===== src/rtl/cell_draw_cmd_if.sv =====
// Request/handshake and LCD 8080 write-bus signals between the grid scanner,
// the cell draw engine and the panel.
interface cell_draw_cmd_if;
   logic       start;
   logic [3:0] x;
   logic [3:0] y;
   logic [2:0] obj_code;
   logic       busy;
   logic       cmd_done;
   logic       lcd_csx;
   logic       lcd_dcx;
   logic       lcd_wrx;
   logic [7:0] lcd_data;

   // Scanner / test side: issues requests, observes the bus.
   modport master (
      output start, x, y, obj_code,
      input  busy, cmd_done, lcd_csx, lcd_dcx, lcd_wrx, lcd_data
   );

   // Draw engine side.
   modport slave (
      input  start, x, y, obj_code,
      output busy, cmd_done, lcd_csx, lcd_dcx, lcd_wrx, lcd_data
   );
endinterface


===== src/rtl/cell_draw_cmd.sv =====
// Cell draw engine: for one changed grid cell, sets the panel column/page
// window (CASET/PASET), issues RAMWR and streams a solid RGB565 fill.
// Every LCD output is registered so the write strobe is glitch-free.
module cell_draw_cmd #(
   parameter int CELL_PX = 20,
   parameter int GRID_W  = 16,
   parameter int GRID_H  = 12
) (
   input  logic          clk,
   input  logic          rst,
   cell_draw_cmd_if.slave bus
);

   localparam int PIX_TOTAL = CELL_PX * CELL_PX;
   localparam int PCW       = $clog2(PIX_TOTAL) + 1;

   localparam logic [1:0] S_IDLE  = 2'd0;
   localparam logic [1:0] S_CHECK = 2'd1;
   localparam logic [1:0] S_SEND  = 2'd2;
   localparam logic [1:0] S_DONE  = 2'd3;

   // Header byte indices 0..10; index 11 means "streaming pixels".
   localparam logic [3:0] HDR_PIX = 4'd11;

   logic [1:0]     state_q,   state_d;
   logic [3:0]     x_q,       x_d;
   logic [3:0]     y_q,       y_d;
   logic [2:0]     obj_q,     obj_d;
   logic [3:0]     hdr_q,     hdr_d;
   logic           phase_q,   phase_d;    // 0 = strobe low, 1 = strobe high
   logic           pix_lo_q,  pix_lo_d;   // 0 = colour high byte, 1 = low byte
   logic [PCW-1:0] pix_cnt_q, pix_cnt_d;
   logic [PCW-1:0] pix_inc;

   logic           busy_q,    busy_d;
   logic           done_q,    done_d;
   logic           csx_q,     csx_d;
   logic           dcx_q,     dcx_d;
   logic           wrx_q,     wrx_d;
   logic [7:0]     data_q,    data_d;

   logic [15:0]    x0, x1, y0, y1;
   logic [15:0]    colour;
   logic           cell_invalid;
   logic           send_d;
   logic [8:0]     byte_d;                // {dcx, data}

   // Pixel window of the latched cell, 16-bit arithmetic.
   always_comb begin
      x0 = 16'(x_q) * 16'(CELL_PX);
      x1 = x0 + 16'(CELL_PX - 1);
      y0 = 16'(y_q) * 16'(CELL_PX);
      y1 = y0 + 16'(CELL_PX - 1);
      cell_invalid = ({12'd0, x_q} >= 16'(GRID_W)) || ({12'd0, y_q} >= 16'(GRID_H));
   end

   // RGB565 colour of the latched object code.
   always_comb begin
      case (obj_q)
         3'd0:    colour = 16'h0000;
         3'd1:    colour = 16'hFFFF;
         3'd2:    colour = 16'h07E0;
         3'd3:    colour = 16'h03E0;
         3'd4:    colour = 16'hF800;
         default: colour = 16'hF81F;
      endcase
   end

   // Sequencer: request latch, range check, byte/phase stepping, pixel count.
   always_comb begin
      state_d   = state_q;
      x_d       = x_q;
      y_d       = y_q;
      obj_d     = obj_q;
      hdr_d     = hdr_q;
      phase_d   = phase_q;
      pix_lo_d  = pix_lo_q;
      pix_cnt_d = pix_cnt_q;
      pix_inc   = pix_cnt_q + PCW'(1);
      case (state_q)
         S_IDLE: begin
            if (bus.start) begin
               x_d     = bus.x;
               y_d     = bus.y;
               obj_d   = bus.obj_code;
               state_d = S_CHECK;
            end
         end
         S_CHECK: begin
            hdr_d     = 4'd0;
            phase_d   = 1'b0;
            pix_lo_d  = 1'b0;
            pix_cnt_d = '0;
            state_d   = cell_invalid ? S_DONE : S_SEND;
         end
         S_SEND: begin
            if (!phase_q) begin
               phase_d = 1'b1;
            end else begin
               phase_d = 1'b0;
               if (hdr_q != HDR_PIX) begin
                  hdr_d = hdr_q + 4'd1;
               end else if (!pix_lo_q) begin
                  pix_lo_d = 1'b1;
               end else begin
                  pix_lo_d  = 1'b0;
                  pix_cnt_d = pix_inc;
                  if (pix_inc == PCW'(PIX_TOTAL)) begin
                     state_d = S_DONE;
                  end
               end
            end
         end
         default: begin
            state_d = S_IDLE;
         end
      endcase
   end

   // Bus byte and control levels for the upcoming cycle, derived from the
   // next sequencer position so they can be registered.
   always_comb begin
      case (hdr_d)
         4'd0:    byte_d = {1'b0, 8'h2A};
         4'd1:    byte_d = {1'b1, x0[15:8]};
         4'd2:    byte_d = {1'b1, x0[7:0]};
         4'd3:    byte_d = {1'b1, x1[15:8]};
         4'd4:    byte_d = {1'b1, x1[7:0]};
         4'd5:    byte_d = {1'b0, 8'h2B};
         4'd6:    byte_d = {1'b1, y0[15:8]};
         4'd7:    byte_d = {1'b1, y0[7:0]};
         4'd8:    byte_d = {1'b1, y1[15:8]};
         4'd9:    byte_d = {1'b1, y1[7:0]};
         4'd10:   byte_d = {1'b0, 8'h2C};
         4'd11:   byte_d = pix_lo_d ? {1'b1, colour[7:0]} : {1'b1, colour[15:8]};
         default: byte_d = {1'b1, 8'h00};
      endcase
      send_d = (state_d == S_SEND);
      csx_d  = !send_d;
      wrx_d  = !(send_d && !phase_d);
      dcx_d  = send_d ? byte_d[8]   : 1'b1;
      data_d = send_d ? byte_d[7:0] : 8'h00;
      busy_d = (state_d != S_IDLE);
      done_d = (state_d == S_DONE);
   end

   // State and output registers; reset aborts any request in flight.
   always_ff @(posedge clk or posedge rst) begin
      if (rst) begin
         state_q   <= S_IDLE;
         x_q       <= '0;
         y_q       <= '0;
         obj_q     <= '0;
         hdr_q     <= '0;
         phase_q   <= 1'b0;
         pix_lo_q  <= 1'b0;
         pix_cnt_q <= '0;
         busy_q    <= 1'b0;
         done_q    <= 1'b0;
         csx_q     <= 1'b1;
         dcx_q     <= 1'b1;
         wrx_q     <= 1'b1;
         data_q    <= 8'h00;
      end else begin
         state_q   <= state_d;
         x_q       <= x_d;
         y_q       <= y_d;
         obj_q     <= obj_d;
         hdr_q     <= hdr_d;
         phase_q   <= phase_d;
         pix_lo_q  <= pix_lo_d;
         pix_cnt_q <= pix_cnt_d;
         busy_q    <= busy_d;
         done_q    <= done_d;
         csx_q     <= csx_d;
         dcx_q     <= dcx_d;
         wrx_q     <= wrx_d;
         data_q    <= data_d;
      end
   end

   assign bus.busy     = busy_q;
   assign bus.cmd_done = done_q;
   assign bus.lcd_csx  = csx_q;
   assign bus.lcd_dcx  = dcx_q;
   assign bus.lcd_wrx  = wrx_q;
   assign bus.lcd_data = data_q;

endmodule


===== src/flat_wrapper.sv =====
// flat-port wrapper written by rule: the top's interface ports become plain ports
module cell_draw_cmd_flat 
#(
   parameter int CELL_PX = 20,
   parameter int GRID_W  = 16,
   parameter int GRID_H  = 12
)
  (clk, rst, bus_start, bus_x, bus_y, bus_obj_code, bus_busy, bus_cmd_done, bus_lcd_csx, bus_lcd_dcx, bus_lcd_wrx, bus_lcd_data);
  cell_draw_cmd_if bus_i ();
  input  logic clk;
  input  logic rst;
  input wire logic [$bits(bus_i.start)-1:0] bus_start;
  input wire logic [$bits(bus_i.x)-1:0] bus_x;
  input wire logic [$bits(bus_i.y)-1:0] bus_y;
  input wire logic [$bits(bus_i.obj_code)-1:0] bus_obj_code;
  output wire logic [$bits(bus_i.busy)-1:0] bus_busy;
  output wire logic [$bits(bus_i.cmd_done)-1:0] bus_cmd_done;
  output wire logic [$bits(bus_i.lcd_csx)-1:0] bus_lcd_csx;
  output wire logic [$bits(bus_i.lcd_dcx)-1:0] bus_lcd_dcx;
  output wire logic [$bits(bus_i.lcd_wrx)-1:0] bus_lcd_wrx;
  output wire logic [$bits(bus_i.lcd_data)-1:0] bus_lcd_data;
  assign bus_i.start = bus_start;
  assign bus_i.x = bus_x;
  assign bus_i.y = bus_y;
  assign bus_i.obj_code = bus_obj_code;
  assign bus_busy = bus_i.busy;
  assign bus_cmd_done = bus_i.cmd_done;
  assign bus_lcd_csx = bus_i.lcd_csx;
  assign bus_lcd_dcx = bus_i.lcd_dcx;
  assign bus_lcd_wrx = bus_i.lcd_wrx;
  assign bus_lcd_data = bus_i.lcd_data;
  cell_draw_cmd #(.CELL_PX(CELL_PX), .GRID_W(GRID_W), .GRID_H(GRID_H)) u_core (.clk(clk), .rst(rst), .bus(bus_i));
endmodule

===== config.mk =====
export PLATFORM = sky130hd
export DESIGN_NAME = cell_draw_cmd_flat
export DESIGN_NICKNAME = d
export VERILOG_FILES = /design/src/rtl/cell_draw_cmd_if.sv /design/src/rtl/cell_draw_cmd.sv /design/src/flat_wrapper.sv
export SDC_FILE = /design/constraint.sdc
export NUM_CORES = 1
export LEC_CHECK = 0
export BUFFER_PORTS_ARGS = -buffer_cell sky130_fd_sc_hd__buf_4
export CAP_MARGIN = 20
export CORE_UTILIZATION = 43
export DETAILED_ROUTE_END_ITERATION = 7
export PLACE_DENSITY_LB_ADDON = 0.1
export SETUP_SLACK_MARGIN = 0.1
export SKIP_CTS_REPAIR_TIMING = 1
export SLEW_MARGIN = 10
export SYNTH_ARGS = -nofsm -noshare
export SYNTH_HDL_FRONTEND = slang
export SYNTH_SLANG_ARGS = --single-unit

===== constraint.sdc =====
create_clock -name clk -period 2.7 [get_ports clk]
set_input_delay 0 -clock clk [delete_from_list [all_inputs] [get_ports clk]]
set_output_delay 0 -clock clk [all_outputs]
set_load 0.01 [all_outputs]

# After elaboration in Yosys (flattened, before gate mapping)
# Index checks and enable logic that the tools add are counted.
[word_totals]
register_bits = 42
input_bits = 14
output_inout_bits = 13
wordCells = 81
[classes]
addsub = 4
multipliers = 2
order_cmp = 1
n_eq_ne = 24
muxes = 25
reduce_logical = 11
[op_table]
columns = ["op", "n"]
rows = [
  ["$pmux 9 s12", 1],
  ["$pmux 16 s5", 1],
  ["$mux 10", 3],
  ["$add 9x5->10 const B", 2],
  ["$pmux 10 s2", 1],
  ["$eq 4x3->1 const B", 4],
  ["$eq 4x4->1 const B", 4],
  ["$mux 8", 2],
  ["$mul 4x3->7 const B", 2],
  ["$add 10x1->10 const B", 1],
  ["$eq 10x9->1 const B", 1],
  ["$mux 2", 5],
  ["$eq 4x2->1 const B", 2],
  ["$mux 4", 2],
  ["$pmux 4 s2", 1],
  ["$eq 2x2->1 const B", 3],
  ["$eq 3x2->1 const B", 2],
  ["$mux 1", 6],
  ["$pmux 2 s3", 1],
  ["$add 4x1->4 const B", 1],
  ["$eq 4x1->1 const B", 1],
  ["$ge 4x4->1 const B", 1],
  ["$logic_not 4->1", 1],
  ["$ne 2x1->1 const B", 2],
  ["other kinds (13)", 17],
]

# Logic depth before layout (Yosys ltp)
# Gate-level depths: netlist of run 1.
[depth]
word_depth = 10
ltp_mapped = 10

# Least setup slack after synthesis of run 1
# Ideal clock, no wire load.
[synth_timing]
kind = "register -> register"
from = "reg u_core.x_q[3]"
to = "reg u_core.data_q[1] (netlist: u_core.bus.lcd_data[1])"
setup_ns = 0.077
t_arrival_ns = 2.503
path_slack_ns = 0.119
stages_incl_launch_ff = 9
synth_period_minus_slack_ns = 2.581
path_cell_list = "dfrtp_1 ha_1 ha_1 fa_1 nand3_1 or4b_2 o21ai_0 nand3_1 a21oi_1"
[synth_via]
elab_chain_cells = 4
[synth_lines]
columns = ["item", "line", "text"]
rows = [
  ["start, declared", "cell_draw_cmd.sv:26", "logic [3:0] x_q, x_d;"],
  ["start signal, assigned", "cell_draw_cmd.sv:151", "x_q <= '0;"],
  ["start signal, assigned", "cell_draw_cmd.sv:166", "x_q <= x_d;"],
  ["$mul 4x3->7", "cell_draw_cmd.sv:50", "x0 = 16'(x_q) * 16'(CELL_PX);"],
  ["$add 9x5->10", "cell_draw_cmd.sv:51", "x1 = x0 + 16'(CELL_PX - 1);"],
  ["$pmux 9 s12", "cell_draw_cmd.sv:123", "case (hdr_d)"],
  ["$mux 8", "cell_draw_cmd.sv:142", "data_d = send_d ? byte_d[7:0] : 8'h00;"],
  ["named net u_core.data_d[1]", "cell_draw_cmd.sv:40", "logic [7:0] data_q, data_d;"],
  ["end signal, assigned", "cell_draw_cmd.sv:178", "data_q <= data_d;"],
  ["end, declared", "cell_draw_cmd.sv:40", ""],
]
# The timed path passes the listed nets, and every way through them passes these cells.
# A chain may end at the register's enable or synchronous reset.

# Final worst setup path of run 1
[layout_timing]
from = "reg u_core.x_q[1]"
to = "reg u_core.data_q[1] (netlist: u_core.bus.lcd_data[1])"
# The elaborated chain is that of the path after synthesis.

==> results of run 1 <==
## worst max-delay path by stage
stage	to	slack [ns]
floorplan	u_core.bus.lcd_data[1]	0.12
global placement	u_core.bus.lcd_data[1]	0.13
detailed placement	u_core.bus.lcd_data[1]	0.07
CTS	u_core.bus.lcd_data[1]	0.05
global route	u_core.bus.lcd_data[1]	0.06
finish	u_core.bus.lcd_data[1]	0.15
## report_power, final
group | total (uW) | internal, uW | switching [uW]
combinational | 1940 | 910 | 1030
clock | 513 | 276 | 237
sequential | 919 | 793 | 126
## flip-flops by register name, summed over array words and instances (netlist names)
| register | count |
|---|---|
| u_core.bus.lcd_dcx | 1 |
| u_core.y_q | 4 |
| u_core.bus.lcd_data | 8 |
| u_core.pix_cnt_q | 10 |
| u_core.state_q | 2 |
| u_core.bus.lcd_wrx | 1 |
| u_core.x_q | 4 |
| u_core.bus.cmd_done | 1 |
| u_core.phase_q | 1 |
| u_core.bus.busy | 1 |
| u_core.pix_lo_q | 1 |
| u_core.hdr_q | 4 |
| u_core.bus.lcd_csx | 1 |
| u_core.obj_q | 3 |
## final cells by class
cell class	instances	area, sq um
timing repair buffer	56	450
multi-input combinational	236	1730
inverter	14	60.1
clock buffer	6	72.6
sequential	42	1050
clock inverter	2	37.5
tap	77	96.3
fill	592	2890
## metal layers
layer | wire length, microns | track usage [%] | vias to the layer above
met2 | 3240 | 33.6 | 43
met4 | 65 | 5.08 | 0
li1 | - | - | 1207
met5 | 0 | 0 | -
met3 | 217 | 2.97 | 6
met1 | 3020 | 26.3 | 1203
## Yosys cell counts (4+ instances only)
cell | n | area share [%]
a21oi_1 | 13 | 2.3
a31oi_1 | 5 | 1.1
and2_1 | 4 | 0.87
and3_1 | 7 | 1.5
buf_2 | 4 | 0.70
dfrtp_1 | 39 | 34
ha_1 | 16 | 7.0
inv_1 | 12 | 1.6
mux2_2 | 12 | 4.7
mux2i_1 | 4 | 1.4
nand2_1 | 24 | 3.1
nand2b_1 | 4 | 0.87
nand3_1 | 13 | 2.3
nand4_1 | 4 | 0.87
nor2_1 | 15 | 2.0
nor2b_1 | 6 | 1.3
nor3_1 | 8 | 1.4
o211ai_1 | 4 | 1.0
o21ai_0 | 21 | 3.7
o22ai_1 | 4 | 0.87
xnor2_1 | 11 | 3.4
xor2_1 | 7 | 2.1
## worst min-delay path, cell delays in order
cell and delay, ns:
buf_4 0.09, nand2_1 0.07, nand3_1 0.10, nand2_1 0.05, o21ai_0 0.06
## per-stage QoR
stage | utilization (%) | instances | hold slack, ns | area, sq um | worst slack [ns]
after floorplan | - | 302 | 0.150 | 2870 | 0.119
after global placement | 50.8 | 413 | 0.0537 | 3250 | 0.133
after detailed placement | 50.8 | 413 | 0.0606 | 3250 | 0.0710
after CTS | 52.5 | 421 | -0.270 | 3360 | 0.0501
after global routing | 54.8 | 433 | 0.177 | 3500 | 0.0567
final | 54.8 | 433 | 0.0976 | 3500 | 0.152
## kinds of logic (layout without fill, tap and decap cells)
kind of cell	Yosys count	after routing	share of synthesized area, %
buffers and inverters	24	78	3.88
and+or+nand+nor	113	113	22.4
DFF	42	42	36.7
AOI/OAI and AO/OA	71	71	17.0
muxes	16	16	6.10
adders and majority gates	18	18	8.37
xor gates and xnor gates	18	18	5.49
==> metrics.txt, run 1 <==
synth warn 0; DIE WIDTH roughly 84 microns; crit end category flop; asr flop ratio synth 100%; Critical Path Start u_core.x_q[1]; Max Cap Viol 0; Syn Area/Cell 9.50 sq um; CTS tree built; IO Pins 27; 1st-pass router iterations 4; crit path launch type flop; Hold Fails Final Rpt 0; pwr/cell area between 900 and 1000 nW/um^2; Worst Max-Slew Pin Slew 0.687 ns; Crit path required time 2.93 ns; GR Util All Layers slightly below 20%; reg2reg start u_core.x_q[1]; count of different cell masters after synthesis 63; reg2reg setup slack roughly 0.15 ns; Max Fclk 0.393 GHz; final WL 6540 microns; vias post-DR ~2500; number of synthesized flops with an enable pin 0; Clock Skews 0.0106 ns; synthesized flop and latch total 42; post-DR vias/cell 5.68; Die H between 80 and 90 microns; cell count after synthesis around 300; DR WL/cell 15.1 microns; Tmin final about 2.5 ns; Crit path top cell by count nand3_1; critical path class reg -> reg; CP max stage cell or4b_2; antenna cells 0; Worst Reg-to-Reg Cells 8; Post-DRT Antenna Nets 0; # H-tree levels 2; clk slew on worst S/H paths around 0.09 ns; Pleak approximately 0.0015 uW; drt initial violations between 100 and 150; Syn-to-layout area delta 21.9%; cts bufs inserted 5; Worst path depth 8; Crit path buffers/inverters 0; grt total ovfl 0; CTS root buf clkbuf_8; core area roughly 6400 sq um; sequential area share after synthesis 36.7%; IO Port Bufs 26; Slew Limit Fails 0; worst flop-to-flop path endpoint u_core.bus.lcd_data[1]; Setup TNS Final 0 ns; total die area ~7000 sq um; vias in the first global route ~2300; most frequent cells in the layout buf_4 (44), dfrtp_1 (39), nand2_1 (24); Detail Placement HPWL 4790 microns; cell family with most CP delay adder cells; clock buffer depth 2; Max-slew headroom 53.9%; Post-Syn Area around 2900 sq um; DRC Markers 0; CP Cell Sequence ha_1 -> ha_2 -> fa_1 -> nand3_1 -> or4b_2 -> o21ai_1 -> nand3_1 -> a21oi_1; fraction of layout cells with a size suffix above 1 25.8%; Clk Latency, worst-skew pair ~0.31 ns; Rows 29; global-route wire length before repair about 11000 microns; Starting Density between 40% and 50%; clock sinks 42; hold endpoint u_core.bus.cmd_done; Total Power roughly 3400 uW; initial antenna violation count 0; Final period util between 90% and 100%; arrival time of the worst setup path about 2.8 ns; CP Max Fanout 2; Worst Hold Launch bus_start; nets@finish roughly 390; status complete, no violations; top_reg_cell synth dfrtp_1; largest net degree at the start of global routing 24; final setup fails 0; Worst Hold Depth 5; Worst VDD drop 566 uV; Mapped Nets around 330; Slowest Stage Delay on Critical Path between 0.6 and 0.7 ns; commonest non-fill, non-tap cell in the layout buf_4; RSZ-0062 raised after global routing yes; Placer Congestion approximately 0.85; HP Class in -> reg
(Power assumes the default switching activity.)
==> inputs of run 2 (changes only) <==
Settings changed: PLACE_DENSITY_LB_ADDON 0.1 to default, SLEW_MARGIN 10 to default.
==> run 2 against run 1 <==
Clock-buffer cell count shrank 1. Largest cell class unchanged. Maximum frequency rose by 4.3%. Flip-flop and latch count is the same. Clock skew barely moved. Total power rose by 0.33%. Hold slack better by 0.015 ns. Combinational power about the same. Via count up 0.20%. Largest power group unchanged. Routed wire length increased by 4.3%. Cell count up 1.4%.
==> metrics.txt, run 2 (same netlist as run 1, synthesis figures left out) <==
Hold Fails Final Rpt 0 (unchanged); nets@finish 393 (+1.6%); clock buffer depth 2 (unchanged); clock sinks 42 (unchanged); WL met2 3410 microns (+5.4%); met1 wire length 3060 microns (+1.4%); Total Power 3390 uW (+0.33%); largest reg by FF count u_core.pix_cnt_q; placed cell count 414 (+0.24%); Hold WS 0.112 ns (+0.0149 ns); clock power share 15.3% (about the same); drt initial violations 196 (+70%); reg2reg start u_core.x_q[1]; Flop pwr share 27.2% (about the same); fill cell count 584 (-1.4%); grt total ovfl 0 (unchanged); Worst Max-Slew Pin Slew 0.746 ns (+0.0590 ns); Worst VDD drop 666 uV (+18%); DR WL/cell 15.5 microns (+2.9%); initial antenna violation count 0 (unchanged); worst flop-to-flop path endpoint u_core.bus.lcd_data[1]; 1st-pass router iterations 4 (unchanged); final setup fails 0 (unchanged); post-DR vias/cell 5.61 (-1.2%); Comb pwr share 57.5% (about the same); Worst Reg-to-Reg Cells 8 (unchanged); CP Max Fanout 3 (+1); status complete, no violations; critical path class reg -> reg; Crit path required time 2.93 ns (about the same); # H-tree levels 2 (unchanged); Worst Hold Launch bus_start; P_sw 1420 uW (+1.4%); arrival time of the worst setup path 2.67 ns (-0.11 ns); internal power 1970 uW (-0.41%); reg2reg setup slack 0.26 ns (+0.11 ns); vias in the first global route 2306 (-0.77%); Die H 83.7 microns (unchanged); crit end category flop; clk slew on worst S/H paths 0.09 ns (about the same); largest net degree at the start of global routing 23 (-4.2%); Syn-to-layout area delta 24.2%; fraction of layout cells with a size suffix above 1 27.9% (+2.1 points); cts bufs inserted 5 (unchanged); Starting Density 44.9% (unchanged); core area 6390 sq um (unchanged); IO Port Bufs 26 (unchanged); CTS tree built; area of the multi-input gates 1740 sq um (+0.87%); Top Layer Used met4; DIE WIDTH 83.7 microns (unchanged); Post-DRT Antenna Nets 0 (unchanged); Clk Latency, worst-skew pair 0.30 ns (about the same); Sw Ratio 41.8% (+0.44 points); Routed met3 length 238 microns (+9.7%); Worst Hold Depth 5 (unchanged); sequential cell area 1050 sq um (unchanged); antenna cells 0 (unchanged); commonest non-fill, non-tap cell in the layout buf_4; crit path launch type flop; GR Util All Layers 19.9% (+0.16 points); pwr/cell area 951 nW/um^2 (-1.5%); RSZ-0062 raised after global routing no; most frequent cells in the layout buf_4 (50), dfrtp_1 (39), nand2_1 (24); HP Class in -> reg; Setup TNS Final 0 ns (unchanged); Max Fclk 0.409 GHz (+4.3%); Rows 29 (unchanged); IO Pins 27 (unchanged); vias post-DR 2464 (+0.20%); Detail Placement HPWL 5010 microns (+4.5%); hold endpoint u_core.bus.cmd_done; DRC Markers 0 (unchanged); Max-slew headroom 50.0% (-4.0 points); total die area 7010 sq um (unchanged); max FFs per register 10 (unchanged); Slew Limit Fails 0 (unchanged); Tmin final 2.44 ns (-0.105 ns); Final Instance Count excl. Fillers 439 (+1.4%); final WL 6820 microns (+4.3%); Clock Skews 0.0110 ns (+0.000313 ns); Max Cap Viol 0 (unchanged); Placer Congestion 0.892 (+5.6%); CTS root buf clkbuf_8; Pleak 0.00155 uW (+1.5%); Final period util 90.5% (-3.9 points); global-route wire length before repair 11200 microns (+0.75%)
==> run 2: cell count changes in the layout (fill, tap and decap cells not counted), sizes merged <==
| cell | before | now |
|---|---|---|
| buf | 44 | 50 |
| clkbuf | 6 | 5 |
| clkinvlp | 1 | 2 |
==> run 2: final cells by class <==
class | count | area share, %
sequential | 42 | 29.6
clock inverter | 3 | 1.26
inverter | 14 | 1.69
multi-input combinational | 236 | 48.9
tap | 77 | 2.70
clock buffer | 5 | 1.93
timing repair buffer | 62 | 13.9
==> run 2: critical path, cell delays in order, from the launching register on <==
cell and delay, ns:
dfrtp_1 0.39, ha_1 0.29, ha_2 0.19, fa_1 0.54
nand3_1 0.11, or4b_4 0.49, o21ai_2 0.12, nand3_1 0.08
a21oi_1 0.15
==> run 2: stage by stage <==
| stage | cell area (sq um) | worst slack (ns) | utilization (%) |
|---|---|---|---|
| 4_1_cts | 3370 | -0.0136 | 52.7 |
| 3_3_place_gp | 3250 | 0.0855 | 50.9 |
| 5_1_grt | 3560 | 0.115 | 55.8 |
| 6_report | 3560 | 0.258 | 55.8 |
| 2_1_floorplan | 2870 | 0.119 | - |
| 3_5_place_dp | 3250 | 0.0300 | 50.9 |
==> run 2: per-layer routing <==
layer	vias up	global-route usage, %
li1	1226	-
met1	1179	26.1
met2	50	33.5
met3	9	3.26
met4	0	6.47
met5	-	0
==> run 2: worst max path at each step <==
stage	to	slack (ns)	start	depth (start not counted)
after global routing	u_core.bus.lcd_data[0]	0.11	u_core.state_q[1]	7
final	u_core.bus.lcd_data[1]	0.26	u_core.x_q[1]	8
after CTS	u_core.bus.lcd_data[1]	-0.01	u_core.x_q[1]	8
after detailed placement	u_core.bus.lcd_data[1]	0.03	u_core.x_q[1]	8
after global placement	u_core.bus.lcd_data[1]	0.09	u_core.x_q[1]	8
after floorplan	u_core.bus.lcd_data[1]	0.12	u_core.x_q[3]	8
==> run 2: power by group through the flow <==
stage	logic (uW)	registers [uW]	clock network, uW
2_1_floorplan	1330	938	0
3_3_place_gp	1870	927	0
3_5_place_dp	1890	934	0
4_1_cts	1910	921	529
5_1_grt	2140	942	548
6_report	1950	921	517
